## src/rtl/step_turn_ctrl.sv

```systemverilog
// step_turn_ctrl: stepper-motor turn controller advancing a modulo-N player index per completed move.
// Define HOLD_TORQUE_EN to keep the coils energised on the last pattern while idle.
module step_turn_ctrl #(
    parameter int N_PLAYERS      = 3,
    parameter int STEPS_PER_TURN = 512,
    parameter int DIV            = 50000,
    parameter int CNT_W          = 16
) (
    input  logic                         clk,
    input  logic                         reset,
    input  logic                         req,
    input  logic                         dir,
    input  logic                         half_step,
    input  logic                         abort,
    output logic [3:0]                   phases,
    output logic                         busy,
    output logic                         done,
    output logic [$clog2(N_PLAYERS)-1:0] player
);
    localparam int PW = $clog2(N_PLAYERS);
    localparam int DW = $clog2(DIV);
    localparam logic [PW-1:0] PMAX = PW'(N_PLAYERS - 1);
    // idx 0 at the LSB nibble
    localparam logic [31:0] PT = {4'b1001, 4'b0001, 4'b0011, 4'b0010,
                                  4'b0110, 4'b0100, 4'b1100, 4'b1000};
    typedef enum logic [1:0] {IDLE, RUN, SETTLE} state_t;
    state_t state, state_n;
    logic [2:0] idx, idx_n, idx_t, stride;
    logic [CNT_W-1:0] rem, rem_n;
    logic [DW-1:0] presc, presc_n;
    logic dir_q, dir_n, half_q, half_n, busy_n, done_n, tick;
    logic [3:0] phases_n, idle_ph;
    logic [PW-1:0] player_n;
`ifdef HOLD_TORQUE_EN
    assign idle_ph = phases;
`else
    assign idle_ph = 4'b0000;
`endif
    always_ff @(posedge clk or negedge reset) begin
        if (!reset) begin
            state  <= IDLE;
            idx    <= '0;
            rem    <= '0;
            presc  <= '0;
            dir_q  <= 1'b0;
            half_q <= 1'b0;
            busy   <= 1'b0;
            done   <= 1'b0;
            phases <= 4'b0000;
            player <= '0;
        end else begin
            state  <= state_n;
            idx    <= idx_n;
            rem    <= rem_n;
            presc  <= presc_n;
            dir_q  <= dir_n;
            half_q <= half_n;
            busy   <= busy_n;
            done   <= done_n;
            phases <= phases_n;
            player <= player_n;
        end
    end
    // An odd index in full-step mode takes a single half step to realign.
    assign tick   = presc == DW'(DIV - 1);
    assign stride = (half_q || idx[0]) ? 3'd1 : 3'd2;
    assign idx_t  = dir_q ? idx + stride : idx - stride;
    always_comb begin
        state_n  = state;
        idx_n    = idx;
        rem_n    = rem;
        presc_n  = presc;
        dir_n    = dir_q;
        half_n   = half_q;
        busy_n   = busy;
        done_n   = 1'b0;
        phases_n = phases;
        player_n = player;
        case (state)
            IDLE: if (req && !abort) begin
                state_n  = RUN;
                dir_n    = dir;
                half_n   = half_step;
                rem_n    = CNT_W'(STEPS_PER_TURN);
                presc_n  = '0;
                busy_n   = 1'b1;
                phases_n = PT[{idx, 2'b00} +: 4];
            end
            RUN: if (abort) begin
                state_n  = IDLE;
                busy_n   = 1'b0;
                phases_n = idle_ph;
            end else if (tick) begin
                idx_n    = idx_t;
                rem_n    = rem - CNT_W'(1);
                presc_n  = '0;
                phases_n = PT[{idx_t, 2'b00} +: 4];
                state_n  = (rem == CNT_W'(1)) ? SETTLE : RUN;
            end else begin
                presc_n = presc + DW'(1);
            end
            SETTLE: if (abort || tick) begin
                state_n  = IDLE;
                busy_n   = 1'b0;
                phases_n = idle_ph;
                done_n   = !abort;
                player_n = abort ? player :
                           dir_q ? ((player == PMAX) ? '0 : player + PW'(1)) :
                                   ((player == '0) ? PMAX : player - PW'(1));
            end else begin
                presc_n = presc + DW'(1);
            end
            default: state_n = IDLE;
        endcase
    end
endmodule

```

## config.mk

```make
export PLATFORM = sky130hd
export DESIGN_NAME = step_turn_ctrl
export DESIGN_NICKNAME = d
export VERILOG_FILES = /design/src/rtl/step_turn_ctrl.sv
export SDC_FILE = /design/constraint.sdc
export NUM_CORES = 1
export LEC_CHECK = 0
export CAP_MARGIN = 10
export CORE_ASPECT_RATIO = 1.4
export CORE_MARGIN = 2
export CORE_UTILIZATION = 35
export DETAILED_ROUTE_END_ITERATION = 8
export MAX_ROUTING_LAYER = met4
export SYNTH_ARGS = -nofsm -noshare
export SYNTH_HDL_FRONTEND = slang
export SYNTH_SLANG_ARGS = --single-unit
```

## constraint.sdc

```tcl
create_clock -name clk -period 2.6 [get_ports clk]
set_clock_uncertainty 0.2 [all_clocks]
set_input_delay 0.39 -clock clk [delete_from_list [all_inputs] [get_ports clk]]
set_output_delay 0.39 -clock clk [all_outputs]
set_load 0.005 [all_outputs]
```

# Yosys cells after proc, flatten, opt, wreduce, memory -nomap -nowiden
# Cells that the tools add are included.
# word_totals
n_memories	0
romBits	0
ramBits	0
inputBits	6
latch_bits	0
register_bits	47
elab_cells	78
out_inout_bits	8
# op_classes
div_mod_pow	0
addsub	6
mux	31
order_cmp	0
n_bitwise	1
eq_ne	12
n_shift	2
multipliers	0
reduce_logical	16
# ops
op	n
$mux W16	7
$shiftx A32 B6 Y4 const A	2
$pmux W16 S3	1
$pmux W16 S2	1
$mux W2	9
$add A16 B1 Y16 const B	1
$eq A16 B1 Y1 const B	1
$eq A16 B16 Y1 const B	1
$mux W4	4
$reduce_and A4 Y1	4
$sub A16 B1 Y16 const B	1
$ne A2 B2 Y1 const B	6
$pmux W4 S3	1
$reduce_and A3 Y1	3
$pmux W2 S3	1
$mux W1	5
$eq A2 B2 Y1 const B	2
$logic_not A2 Y1	2
$add A3 B2 Y3	1
$mux W3	1
$ne A3 B3 Y1 const B	1
$pmux W1 S3	1
$reduce_bool A3 Y1	1
$sub A3 B2 Y3	1
other kinds (9)	10

# Logic depth before layout (Yosys ltp)
# Gate-level depths: netlist of the first run.
# logic_depth
depth_word	8
depth_mapped	8
mapped_depth_nobuf	6

# Worst setup path before layout of the first run
# Ideal clock, no wire load.
# synth_timing
path_type	register to register
startpoint	register dir_q
endpoint	register phases[1]
required_ps	2275
setup_time_ps	125
arrival_ps	1969
n_path_buf	0
path_stages_with_launch	7
setup_slack_ps	306
cell_sequence	dfrtp_1 > o21ai_0 > fa_1 > xor3_1 > nor3_1 > a221o_1 > mux2_2
# synth_between
elab_chain_cells	5
# synth_rtl
item	line_no	rtl
start: declaration	31	logic dir_q, dir_n, half_q, half_n, busy_n, done_n, tick;
start signal: assignment	56	dir_q <= dir_n;
$mux W3	67	assign idx_t = dir_q ? idx + stride : idx - stride;
$shiftx A32 B6 Y4	97	phases_n = PT[{idx_t, 2'b00} +: 4];
$mux W4	93	end else if (tick) begin
$mux W4	89	RUN: if (abort) begin
$pmux W4 S3	79	case (state)
end signal: assignment	60	phases <= phases_n;
end: declaration	15	output logic [3:0] phases,
# No other way between the ends. The select of a mux whose other input is x is not followed.
# A chain may end at the register's enable or synchronous reset.

# Final worst setup path of the first run
# layout_timing
startpoint	register idx[0]
endpoint	register phases[1]
# layout_between
elab_chain_cells	8
elab_cells_between_ends	11
# layout_rtl
item	line_no	rtl
start: declaration	28	logic [2:0] idx, idx_n, idx_t, stride;
start signal: assignment	53	idx <= idx_n;
$logic_or A1 B1 Y1	66	assign stride = (half_q || idx[0]) ? 3'd1 : 3'd2;
$mux W2	66	
$sub A3 B2 Y3 / $add A3 B2 Y3 (equally long branches)	67	
$mux W3	67	
$shiftx A32 B6 Y4	97	
$mux W4	93	
$mux W4	89	
$pmux W4 S3 (*)	79	
# Every way passes the cells marked *; elsewhere a longest branch is shown, timed or not. The select of a mux whose other input is x is not followed.

==> results.toml, run 1 <==
[outcome]
status = "completed"

[yosys]
syn_area_um2 = 3309
syn_inst = 348
synth_top_area_share_pct = 35.54
syn-num-nets = 365
ys_seq_area_share_pct = 35.54
yosysWarnings = 0
synth_area_leaders = "dfrtp_1 (36%), mux2i_1 (4.8%), ha_1 (3.8%)"
synthFlopType = "dfrtp_1"
synth_area_per_cell_um2 = 9.510
synthArstFlopShare_pct = 100.0
synth.distinct_cells = 66
synth_seq_cells = 47
synth_area_leader_cell = "dfrtp_1"
synth_edf_count = 0

[global_routing]
grt_max_degree = 29
antenna_found_initial = 0
grt_usage_pct = 17.56
grt_pass1_vias = 2816
grt_pass1_wl_mm = 14.07
grt_overflow_total = 0

[worst_hold_path]
min_path_type = "register to register"
hp-start = "phases[1]"
whs_endpoint = "phases[1]"
hold_depth = 1

[placement]
hpwlAfterDp_mm = 6.044
dp.cells = 472
place_area_um2 = 3638
finalWeightedCongestion = 0.8803
port_buffers = 13

[critical_path]
r2r_start = "idx[0]"
critPathTopFamily = "XOR/XNOR gates"
crit_chain = "o21ai_0, fa_1, xor3_1, nor3_1, a221o_1, mux2_2"
r2r-end = "phases[1]"
critical_path_buf_inv_count = 0
end_kind = "register"
critical_path_class = "register to register"
critPathRequiredTime_ns = 2.58
critPathMaxStageDelay_ns = 0.52
cp.arrival_ns = 2.44
ff2ff_path_depth = 6
slowest_stage = "xor3_1"
crit_fanout = 8
start_kind = "register"
r2r_slack_ns = 0.14

[route]
drtAntennaViolNets = 0
dr.pass1.iters = 4
viasPerCell = 5.823
drc = 0
wl_per_cell_um = 16.77
num_vias = 2801
drt_wl_total_mm = 8.064
dr.first_iter.drc_count = 193

[power]
sequentialPowerShare_pct = 35.6
p_int_mw = 1.703
switchingPower_mw = 1.069
power_density_nw_per_um2 = 731.7
power.leakage_nw = 1.618
p_sw_share_pct = 38.57
clkPwrFrac_pct = 23.1
max-vdd-ir-drop_mv = 0.5367
pwr-share-comb_pct = 41.3

[run]
max_cap_viol_count = 0

[cells_and_area]
area_delta_synth_final_pct = 14.48
nNetsFinal = 387
drive_gt1_share_pct = 15.90
design_area_um2 = 3789
finalNonFillerCells = 481
fillers = 933
diodes = 0

[die]
initial_core_util_pct = 35.38
rows = 42
die_area_um2 = 10260
die_w_um = 86.18
ios = 14
die_h_um = 119.1
core-area_um2 = 9354

[cts]
tritoncts = "done"
clock_sinks = 47
cts_buffers = 5
clock_latency_ns = 0.29
cts_max_path_buffers = 2
cts_hold_buf = 1
htreeDepth = 2
postCtsSetupRepairBufs = 0
cts_resized = 0
cts_root_buffer = "clkbuf_16"
clkTransAtPathRegs_ns = 0.06

[sta]
slew_headroom_pct = 57.49
finalSetupViolCount = 0
tns_ns = 0
fin_crit_sh_pct = 94.74
drv_slew = 0
tightest_slew_ns = 0.6377
hold_viol_final = 0
clock.fmax_mhz = 406.0
rsz0062_at_grt = "no"
holdWs_ns = 0.3089
finalCriticalPeriod_ns = 2.463
==> cells by family (layout without fill, tap and decap cells) <==
logic type | after synthesis | after routing | synth area share [%]
simple gates | 162 | 162 | 29.72
flops | 47 | 47 | 35.54
mux | 25 | 25 | 8.129
compound gates | 61 | 61 | 16.11
buf+inv | 41 | 64 | 5.406
fa+ha+maj | 11 | 11 | 4.386
xor+xnor | 1 | 1 | 0.7183
==> state kept, by name, summed over array words and instances, names as in the netlist <==
register	count
busy	1
phases	4
player	2
presc	16
idx	3
rem	16
half_q	1
dir_q	1
state	2
done	1
==> synth_stat cells, types with 6 or more instances <==
master	count
nand2_1	25
inv_1	22
nor2_1	19
dfrtp_1	47
nand2b_1	13
o21ai_0	13
o221ai_2	6
mux2i_1	16
clkbuf_1	14
ha_1	10
nor4_1	10
o31ai_1	6
nand3_1	19
nand4_1	19
mux2_2	7
nor3_1	9
==> worst max-delay path by stage <==
stage	from	endpoint	cells past startpoint
2_1_floorplan	dir_q	phases[1]	6
3_5_place_dp	idx[0]	phases[1]	6
5_1_grt	idx[0]	phases[1]	6
3_3_place_gp	idx[0]	phases[1]	6
4_1_cts	idx[0]	phases[1]	6
6_report	idx[0]	phases[1]	6
==> worst reg2reg max path: stages (launching register included) <==
cell and delay [ns]:
dfrtp_1 0.47, o21ai_0 0.15, fa_1 0.40, xor3_1 0.52, nor3_1 0.09, a221o_1 0.27, mux2_2 0.26
==> area by class of cell <==
cell class / instances / area, µm² / share of cell area (%)
flip-flops and latches: 47 / 1176 / 31.04
multi-input cells: 260 / 1954 / 51.59
well taps: 110 / 137.6 / 3.633
inverters: 22 / 82.58 / 2.180
repair buffers: 34 / 297.8 / 7.860
clock buffers: 5 / 125.1 / 3.303
clock inverters: 3 / 15.01 / 0.3963
==> routing by layer <==
metal,routed length [µm],global-route usage [%]
met1,3515,21.72
met2,4134,28.00
met3,203,2.633
met4,210,8.301
met5,0,-
==> stage by stage <==
step	power [mW]	utilization [%]	setup slack (ns)
final	2.772	40.50	0.1368
after global routing	2.969	40.50	0.01376
after CTS	2.799	40.50	0.1364
after detailed placement	2.148	38.90	0.1438
after global placement	2.123	38.90	0.2178
after floorplan	1.765	-	0.3060
==> cells in the final DEF (no fill, tap or decap), types with 4 or more instances in the layout <==
cell type / synthesis / final
inv_1: 22 / 22
nand4_1: 19 / 19
nor2_1: 19 / 19
nand3b_1: 5 / 5
and2_1: 5 / 5
dfrtp_1: 47 / 47
nor4_1: 10 / 10
mux2i_1: 16 / 16
nor4b_1: 4 / 4
buf_4: 0 / 19
nand3_1: 19 / 19
o221ai_2: 6 / 6
nor2b_1: 5 / 5
o21ai_0: 13 / 13
clkbuf_16: 0 / 5
nor3_1: 9 / 9
clkdlybuf4s50_1: 0 / 12
nand2_1: 25 / 25
nand2b_1: 13 / 13
o31ai_1: 6 / 6
nand4b_1: 5 / 5
mux2_2: 7 / 7
or3_1: 5 / 5
ha_1: 10 / 10
==> power groups by stage <==
stage / Clock, mW / Combinational (mW) / Sequential, mW
4_1_cts: 0.662 / 1.15 / 0.988
3_5_place_dp: 0 / 1.15 / 1.00
5_1_grt: 0.691 / 1.27 / 1.01
6_report: 0.639 / 1.15 / 0.987
2_1_floorplan: 0 / 0.796 / 0.969
3_3_place_gp: 0 / 1.13 / 0.996
No activity file was read; power rests on OpenSTA's default activity.
==> run 2: changes to the inputs <==
--- a/config.mk
+++ b/config.mk
@@ -7,7 +7,6 @@
 export LEC_CHECK = 0
 export CAP_MARGIN = 10
 export CORE_ASPECT_RATIO = 1.4
-export CORE_MARGIN = 2
 export CORE_UTILIZATION = 35
 export DETAILED_ROUTE_END_ITERATION = 8
 export MAX_ROUTING_LAYER = met4
==> run 2 against run 1 <==
  * Core utilization grew 1.7 points
  * Cell area grew 1.1%
  * Sequential share of layout area shrank 0.32 points
  * Clock power grew 7.8%
  * Fmax shrank 0.87%
  * Combinational power is essentially flat
  * Non-clock buffer count grew 2
  * Hold slack gained 0.0058 ns
  * Global-route usage grew 0.84 points
  * Worst setup slack lost 0.022 ns
  * Power grew 2.3%
  * Via count grew 0.82%
==> results.toml, run 2 (synthesized netlist as in run 1, its figures left out) <==
[outcome]
status = "completed"

[sta]
hold_viol_final = 0
tightest_slew_ns = 0.5720
rsz0062_at_grt = "no"
slew_headroom_pct = 61.86
fin_crit_sh_pct = 95.57
finalCriticalPeriod_ns = 2.485
tns_ns = 0
setup_ws_ns = 0.1151
finalSetupViolCount = 0
drv_slew = 0
clock.fmax_mhz = 402.4

[die]
die_w_um = 84.18
rows = 41
ios = 14
die_h_um = 117.1
die_area_um2 = 9854
core-area_um2 = 9080
initial_core_util_pct = 36.45

[critical_path]
critPathMaxStageDelay_ns = 0.54
start_kind = "register"
slowest_stage = "xor3_1"
crit_chain = "o21ai_0, fa_1, xor3_1, nor3_1, a221o_1, mux2_2"
end_kind = "register"
critPathRequiredTime_ns = 2.58
critical_path_class = "register to register"
critPathTopFamily = "XOR/XNOR gates"
critical_path_buf_inv_count = 0
crit_fanout = 8
cp.arrival_ns = 2.46

[cts]
clkTransAtPathRegs_ns = 0.06
tritoncts = "done"
clock_latency_ns = 0.29
htreeDepth = 2
cts_max_path_buffers = 2
clock_sinks = 47
cts_buffers = 5
cts_root_buffer = "clkbuf_16"
postCtsSetupRepairBufs = 0

[cells_and_area]
top_regs = "presc x16, rem x16, phases x4"
diodes = 0
final_cell_mix = "dfrtp_1 (47), nand2_1 (25), inv_1 (22)"
area_delta_synth_final_pct = 15.69
layout_commonest_cell = "dfrtp_1"
nNetsFinal = 389
design_area_um2 = 3829
drive_gt1_share_pct = 16.09

[global_routing]
antenna_found_initial = 0
grt_pass1_wl_mm = 13.83
grt_pass1_vias = 2882
grt_usage_pct = 18.41
grt_overflow_total = 0
grt_max_degree = 26

[route]
drc = 0
dr.first_iter.drc_count = 216
num_vias = 2824
dr.pass1.iters = 4
viasPerCell = 5.883
drtAntennaViolNets = 0
wl_per_cell_um = 16.77
drt_wl_total_mm = 8.049

[placement]
port_buffers = 13
pre_cts_ws_ns = 0.1531
finalWeightedCongestion = 0.9398
hpwlAfterDp_mm = 6.018
place_area_um2 = 3662

[power]
max-vdd-ir-drop_mv = 0.3608
power_density_nw_per_um2 = 740.5
power.leakage_nw = 1.637

[run]
max_cap_viol_count = 0

[worst_hold_path]
min_path_type = "register to register"
==> run 2: area by class of cell <==
type / count / area, µm²
fillers: 875 / 5251
repair buffers: 36 / 325.3
clock buffers: 8 / 156.4
inverters: 22 / 82.58
multi-input cells: 260 / 1954
flip-flops and latches: 47 / 1176
well taps: 107 / 133.9
==> run 2: report_power, final <==
| group | switching (mW) | internal [mW] | total, mW | leakage [nW] |
|---|---|---|---|---|
| combinational | 0.656 | 0.497 | 1.15 | 0.940 |
| clock | 0.279 | 0.410 | 0.689 | 0.0772 |
| sequential | 0.135 | 0.858 | 0.993 | 0.620 |
==> run 2: layer usage <==
metal  share of wire [%]  vias to the layer above  routed length (µm)  GRT usage, %
met5                   0                        -                   0             -
met4                 2.9                        0                 235         9.080
met3                 2.6                       13                 209         2.454
met2                  51                       45                4106         32.40
met1                  43                     1396                3498         20.71
li1                    -                     1370                   -             -
==> run 2: repair_timing <==
action | 4_1_cts | 5_1_grt
hold buffers | 1 | 0
gates resized for setup | 0 | 0
hold endpoints to repair | 22 | 0
==> run 2: stage by stage <==
stage	hold slack (ns)	cells	power (mW)	util [%]
5_1_grt	0.3326	480	3.021	42.17
6_report	0.3147	480	2.835	42.17
3_5_place_dp	0.2186	471	2.154	40.33
2_1_floorplan	-0.1056	348	1.765	-
4_1_cts	0.3192	480	2.857	42.17
3_3_place_gp	0.2143	471	2.126	40.33
==> run 2: final timing paths <==
check	from	to	slack, ns	cells past startpoint
worst min register to register	phases[1]	phases[1]	0.31	1
max in group asynchronous	reset	presc[2]	1.24	3
worst max-delay path	idx[0]	phases[1]	0.12	6
worst min-delay path	phases[1]	phases[1]	0.31	1
min in group asynchronous	reset	phases[3]	0.42	2
worst max register to register	idx[0]	phases[1]	0.12	6
==> run 3: changes to the inputs <==
--- a/config.mk
+++ b/config.mk
@@ -7,9 +7,10 @@
 export LEC_CHECK = 0
 export CAP_MARGIN = 10
 export CORE_ASPECT_RATIO = 1.4
-export CORE_UTILIZATION = 35
+export CORE_UTILIZATION = 45
 export DETAILED_ROUTE_END_ITERATION = 8
 export MAX_ROUTING_LAYER = met4
+export RECOVER_POWER = 25
 export SYNTH_ARGS = -nofsm -noshare
 export SYNTH_HDL_FRONTEND = slang
 export SYNTH_SLANG_ARGS = --single-unit
==> run 3 against run 2 <==
  * Global-route usage grew 4.8 points
  * Sequential share of layout area increased by 0.75 points
  * Combinational power about the same
  * Register-to-register slack gained 0.11 ns
  * Critical path depth is 1 higher
  * Cell area is 2.4% lower
  * First-iteration DRC count decreased by 23%
  * Critical endpoint is now presc[3]
  * Largest power group unchanged
==> results.toml, run 3 (synthesized netlist as in run 1, its figures left out) <==
[cells_and_area]
diodes = 0
nNetsFinal = 386
seq_area_um2 = 1176
layout_commonest_cell = "dfrtp_1"
area_delta_synth_final_pct = 12.93
multi_input_area_um2 = 1954
fillers = 668
final_cell_mix = "dfrtp_1 (47), nand2_1 (25), inv_1 (22)"
drive_gt1_share_pct = 15.68
top_regs = "presc x16, rem x16, phases x4"

[sta]
holdWs_ns = 0.2189
setup_ws_ns = 0.2242
tns_ns = 0
slew_headroom_pct = 18.16
drv_slew = 0
finalCriticalPeriod_ns = 2.376
rsz0062_at_grt = "no"
finalSetupViolCount = 0
clock.fmax_mhz = 420.9
hold_viol_final = 0
tightest_slew_ns = 1.228
fin_crit_sh_pct = 91.38

[die]
initial_core_util_pct = 47.10
die_h_um = 103.5
die_area_um2 = 7706
core-area_um2 = 7027
die_w_um = 74.48
ios = 14
rows = 36

[cts]
cts_root_buffer = "clkbuf_8"
clock_latency_ns = 0.31
clkTransAtPathRegs_ns = 0.09
cts_resized = 0
postCtsSetupRepairBufs = 0
htreeDepth = 2
tritoncts = "done"
cts_hold_buf = 0
clock_sinks = 47
cts_max_path_buffers = 2
cts_buffers = 5

[global_routing]
grt_overflow_total = 0
grt_max_degree = 48
antenna_found_initial = 0
grt_pass1_vias = 2650
grt_pass1_wl_mm = 13.10
grt_usage_pct = 23.21

[route]
drtAntennaViolNets = 0
dr.pass1.iters = 4
drt_wl_total_mm = 7.971
wl_per_cell_um = 17.14
num_vias = 2793
drc = 0
viasPerCell = 6.006
dr.first_iter.drc_count = 167

[power]
p_int_mw = 1.724
power.leakage_nw = 1.601
max-vdd-ir-drop_mv = 0.3511
sequentialPowerShare_pct = 35.9
clkPwrFrac_pct = 23.3
power_density_nw_per_um2 = 738.2
switchingPower_mw = 1.035
pwr-share-comb_pct = 40.8
p_sw_share_pct = 37.52

[outcome]
status = "completed"

[critical_path]
ff2ff_path_depth = 7
cp.arrival_ns = 2.39
crit_fanout = 13
crit_cells = 7
critPathRequiredTime_ns = 2.61
end_kind = "register"
critical_path_class = "register to register"
start_kind = "register"
crit_chain = "inv_1, ha_1, or4bb_1, nor4_4, nor3_2, buf_4, o221ai_1"
slowest_stage = "or4bb_1"
critPathTopFamily = "simple AND/OR/NAND/NOR gates"
critical_path_buf_inv_count = 2
critPathMaxStageDelay_ns = 0.46

[placement]
finalWeightedCongestion = 0.8683
hpwlAfterDp_mm = 5.726
port_buffers = 13
pre_cts_ws_ns = 0.2137

[worst_hold_path]
min_path_type = "primary input to asynchronous set/reset pin"

[run]
max_cap_viol_count = 0
==> run 3: cell types whose count changed in the layout (fill, tap and decap cells not counted) <==
cell	before	now
clkbuf_16	5	0
clkbuf_8	2	5
buf_12	2	0
bufinv_16	0	2
buf_4	20	19
clkbuf_2	0	1
dlygate4sd3_1	1	0
==> run 3: power by group through the flow <==
| stage | registers, mW | logic, mW | clock network, mW |
|---|---|---|---|
| after global placement | 0.997 | 1.12 | 0 |
| after detailed placement | 1.00 | 1.13 | 0 |
| after floorplan | 0.969 | 0.796 | 0 |
| after CTS | 0.990 | 1.14 | 0.660 |
| after global routing | 1.02 | 1.25 | 0.694 |
| final | 0.991 | 1.12 | 0.643 |
==> run 3: metrics by stage <==
stage	instance area [µm²]	utilization, %	cells	power [mW]
2_1_floorplan	3309	-	348	1.765
3_3_place_gp	3607	51.34	457	2.114
3_5_place_dp	3607	51.34	457	2.135
4_1_cts	3740	53.22	465	2.789
5_1_grt	3737	53.19	465	2.956
6_report	3737	53.19	465	2.759
==> run 3: final timing paths <==
check                          start   endpoint  slack [ns]
setup / recovery            state[0]   presc[3]        0.22
hold / removal                 reset   presc[1]        0.22
setup reg to reg            state[0]   presc[3]        0.22
hold reg to reg            phases[1]  phases[1]        0.32
max in group asynchronous      reset     idx[1]        1.24
min in group clk           phases[1]  phases[1]        0.32
==> run 3: cell type report <==
class                   instances  area share (%)
multi-input cells             260           52.29
flip-flops and latches         47           31.47
repair buffers                 33           7.298
well taps                      95           3.180
inverters                      22           2.210
clock buffers                   6           1.942
clock inverters                 2           1.607
==> run 3: metal layers <==
layer	wire length, µm	track usage [%]
met5	0	-
met4	201	9.289
met3	184	3.004
met2	4075	39.09
met1	3510	27.84
==> run 3: worst reg2reg max path: cells and delay by family, from the launching register on <==
| kind | cells | cell delay (ns) |
|---|---|---|
| buf+inv | 2 | 0.34 |
| fa+ha+maj | 1 | 0.25 |
| compound gates | 1 | 0.19 |
| simple gates | 3 | 0.86 |
| flops | 1 | 0.43 |
==> RTL edit, RTL diff (config.mk and constraints of run 3) <==
The parameter `CNT_W` goes from 16 to 32.
--- a/src/rtl/step_turn_ctrl.sv
+++ b/src/rtl/step_turn_ctrl.sv
@@ -6,3 +6,3 @@
     parameter int DIV            = 50000,
-    parameter int CNT_W          = 16
+    parameter int CNT_W          = 32
 ) (
Check against the original RTL: same outputs for any inputs over 10 cycles, from zero or initial values and one cycle with reset low; that may be too few to reach the edited logic, so the function may still have changed.
==> RTL edit against run 3 <==
Wire length increased by 7.6%; power increased by 61%; core utilization increased by 4.8 points; worst setup slack got worse by 170 ps; hold slack improved by 82 ps; sequential cell count increased by 16; design area increased by 21%; synthesized area increased by 10%; global-route usage decreased by 0.41 points; sequential share of layout area increased by 3.4 points; clock power increased by 52%; final cell count increased by 18%; critical endpoint is now rem[14].
==> RTL edit: results (changes against run 3) <==
status complete, no violations; wire length of the first global-routing pass 14.55 mm (+11%); synthesized-area fraction occupied by xor and xnor cells 0.03358 (+0.02640); syn nets 398 (+9.0%); Tot GR Track Use 0.2281 (-0.004063); Worst Max-Slew Pin Slew 1096 ps (-131.6 ps); top cell types by occurrence after synthesis sky130_fd_sc_hd__dfrtp_1 (63), sky130_fd_sc_hd__a21oi_1 (34), sky130_fd_sc_hd__or4_1 (27); reg2reg setup slack 50 ps (-170 ps); number of buffers inserted during clock tree synthesis 9 (+4); comb pwr 2.07 mW (+85%); r2r worst-path depth 6 (-1); class of the tightest hold or removal check reg2reg; Pleak 1.921 nW (+20%); Sequential Power Share 0.315 (-0.044); peak ir drop on the vdd network 0.6186 mV (+76%); Place WS -5.171 ps (-218.9 ps); Regs by FF count rem x32, presc x16, phases x4; number of distinct library cell variants in the gate-level netlist after synthesis 53 (-20%); Placed Cells incl. Taps 527 (+15%); Fin Hold WS 301.1 ps (+82.18 ps); signal arrival time at the worst endpoint 2630 ps (+240 ps); via count of the first global-routing pass 3173 (+20%); pin count of the biggest net entering global routing 30 (-38%); total placed instance area 4229 µm² (+17%); post-cts sizing count 2 (+2); multiplexer area fraction after synthesis 0.03496 (-0.04633); CTS HTree Levels 3 (+1); Reg-to-Reg Start presc[7]; Internal Pwr Total 2.757 mW (+60%); Final #Nets 459 (+19%); top flip-flop cell by instance count after synthesis sky130_fd_sc_hd__dfrtp_1; sequential area share after synthesis 0.4318 (+0.07642); vias per cell 5.750 (-4.3%); complex-gate fraction of the synthesized area 0.1895 (+0.02845); Final HPWL DP 6.025 mm (+5.2%); switching power 1.694 mW (+64%); clock latency on the worst-skew pair 360 ps (+50 ps); number of filler instances in the final layout 705 (+5.5%); RePlAce Congestion 0.8769 (+0.99%); largest stage delay on the critical path 560 ps (+100 ps); ratio of final minimum period to clock period 0.9810 (+0.06720); reg-to-reg critical path endpoint rem[14]; Critical-path top delay cell sky130_fd_sc_hd__or4b_4; top cells by area in the synthesized netlist sky130_fd_sc_hd__dfrtp_1 (43%), sky130_fd_sc_hd__or4_1 (5.6%), sky130_fd_sc_hd__a21oi_1 (4.7%), sky130_fd_sc_hd__o31ai_1 (4.5%), sky130_fd_sc_hd__ha_1 (3.4%); post-route insts no fill 547 (+18%); number of buffers added to fix hold violations after cts 1 (+1); post-synthesis instance total 381 (+9.5%); drt first pass iters 4 (unchanged); initial DRC count 136 (-19%); routed wire length per instance 15.68 µm (-8.5%); post-synthesis share of cell area spent on full adders, half adders and majority gates 0.03975 (-0.004103); layout cell share with drive strength beyond 1 0.2148 (+0.05801); critical-path maximum fanout 6 (-7)
-- RTL edit: changes by cell type in the layout (fill, tap and decap cells not counted), sizes merged, moves of 9 or more --
cell and delta:
mux2i -10, nand3 -11, buf +31, xor2 +13, nand4 -9, dfrtp +16, inv -10, or4 +24
a21oi +32, o21ai +10, o31ai +16
-- RTL edit: per-layer routing --
layer / part of all wire / GRT usage / vias up
li1: - / - / 1578
met1: 0.45 / 0.2567 / 1511
met2: 0.51 / 0.3979 / 42
met3: 0.021 / 0.03629 / 14
met4: 0.020 / 0.09921 / 0
met5: 0 / - / -
-- RTL edit: area by class of cell --
| type | count | area, µm² | area share |
|---|---|---|---|
| clock inverters | 6 | 83.83 | 0.01854 |
| multi-input cells | 290 | 2006 | 0.4437 |
| inverters | 12 | 45.04 | 0.009964 |
| clock buffers | 10 | 137.6 | 0.03045 |
| repair buffers | 66 | 546.8 | 0.1210 |
| flip-flops and latches | 63 | 1577 | 0.3487 |
| well taps | 100 | 125.1 | 0.02768 |
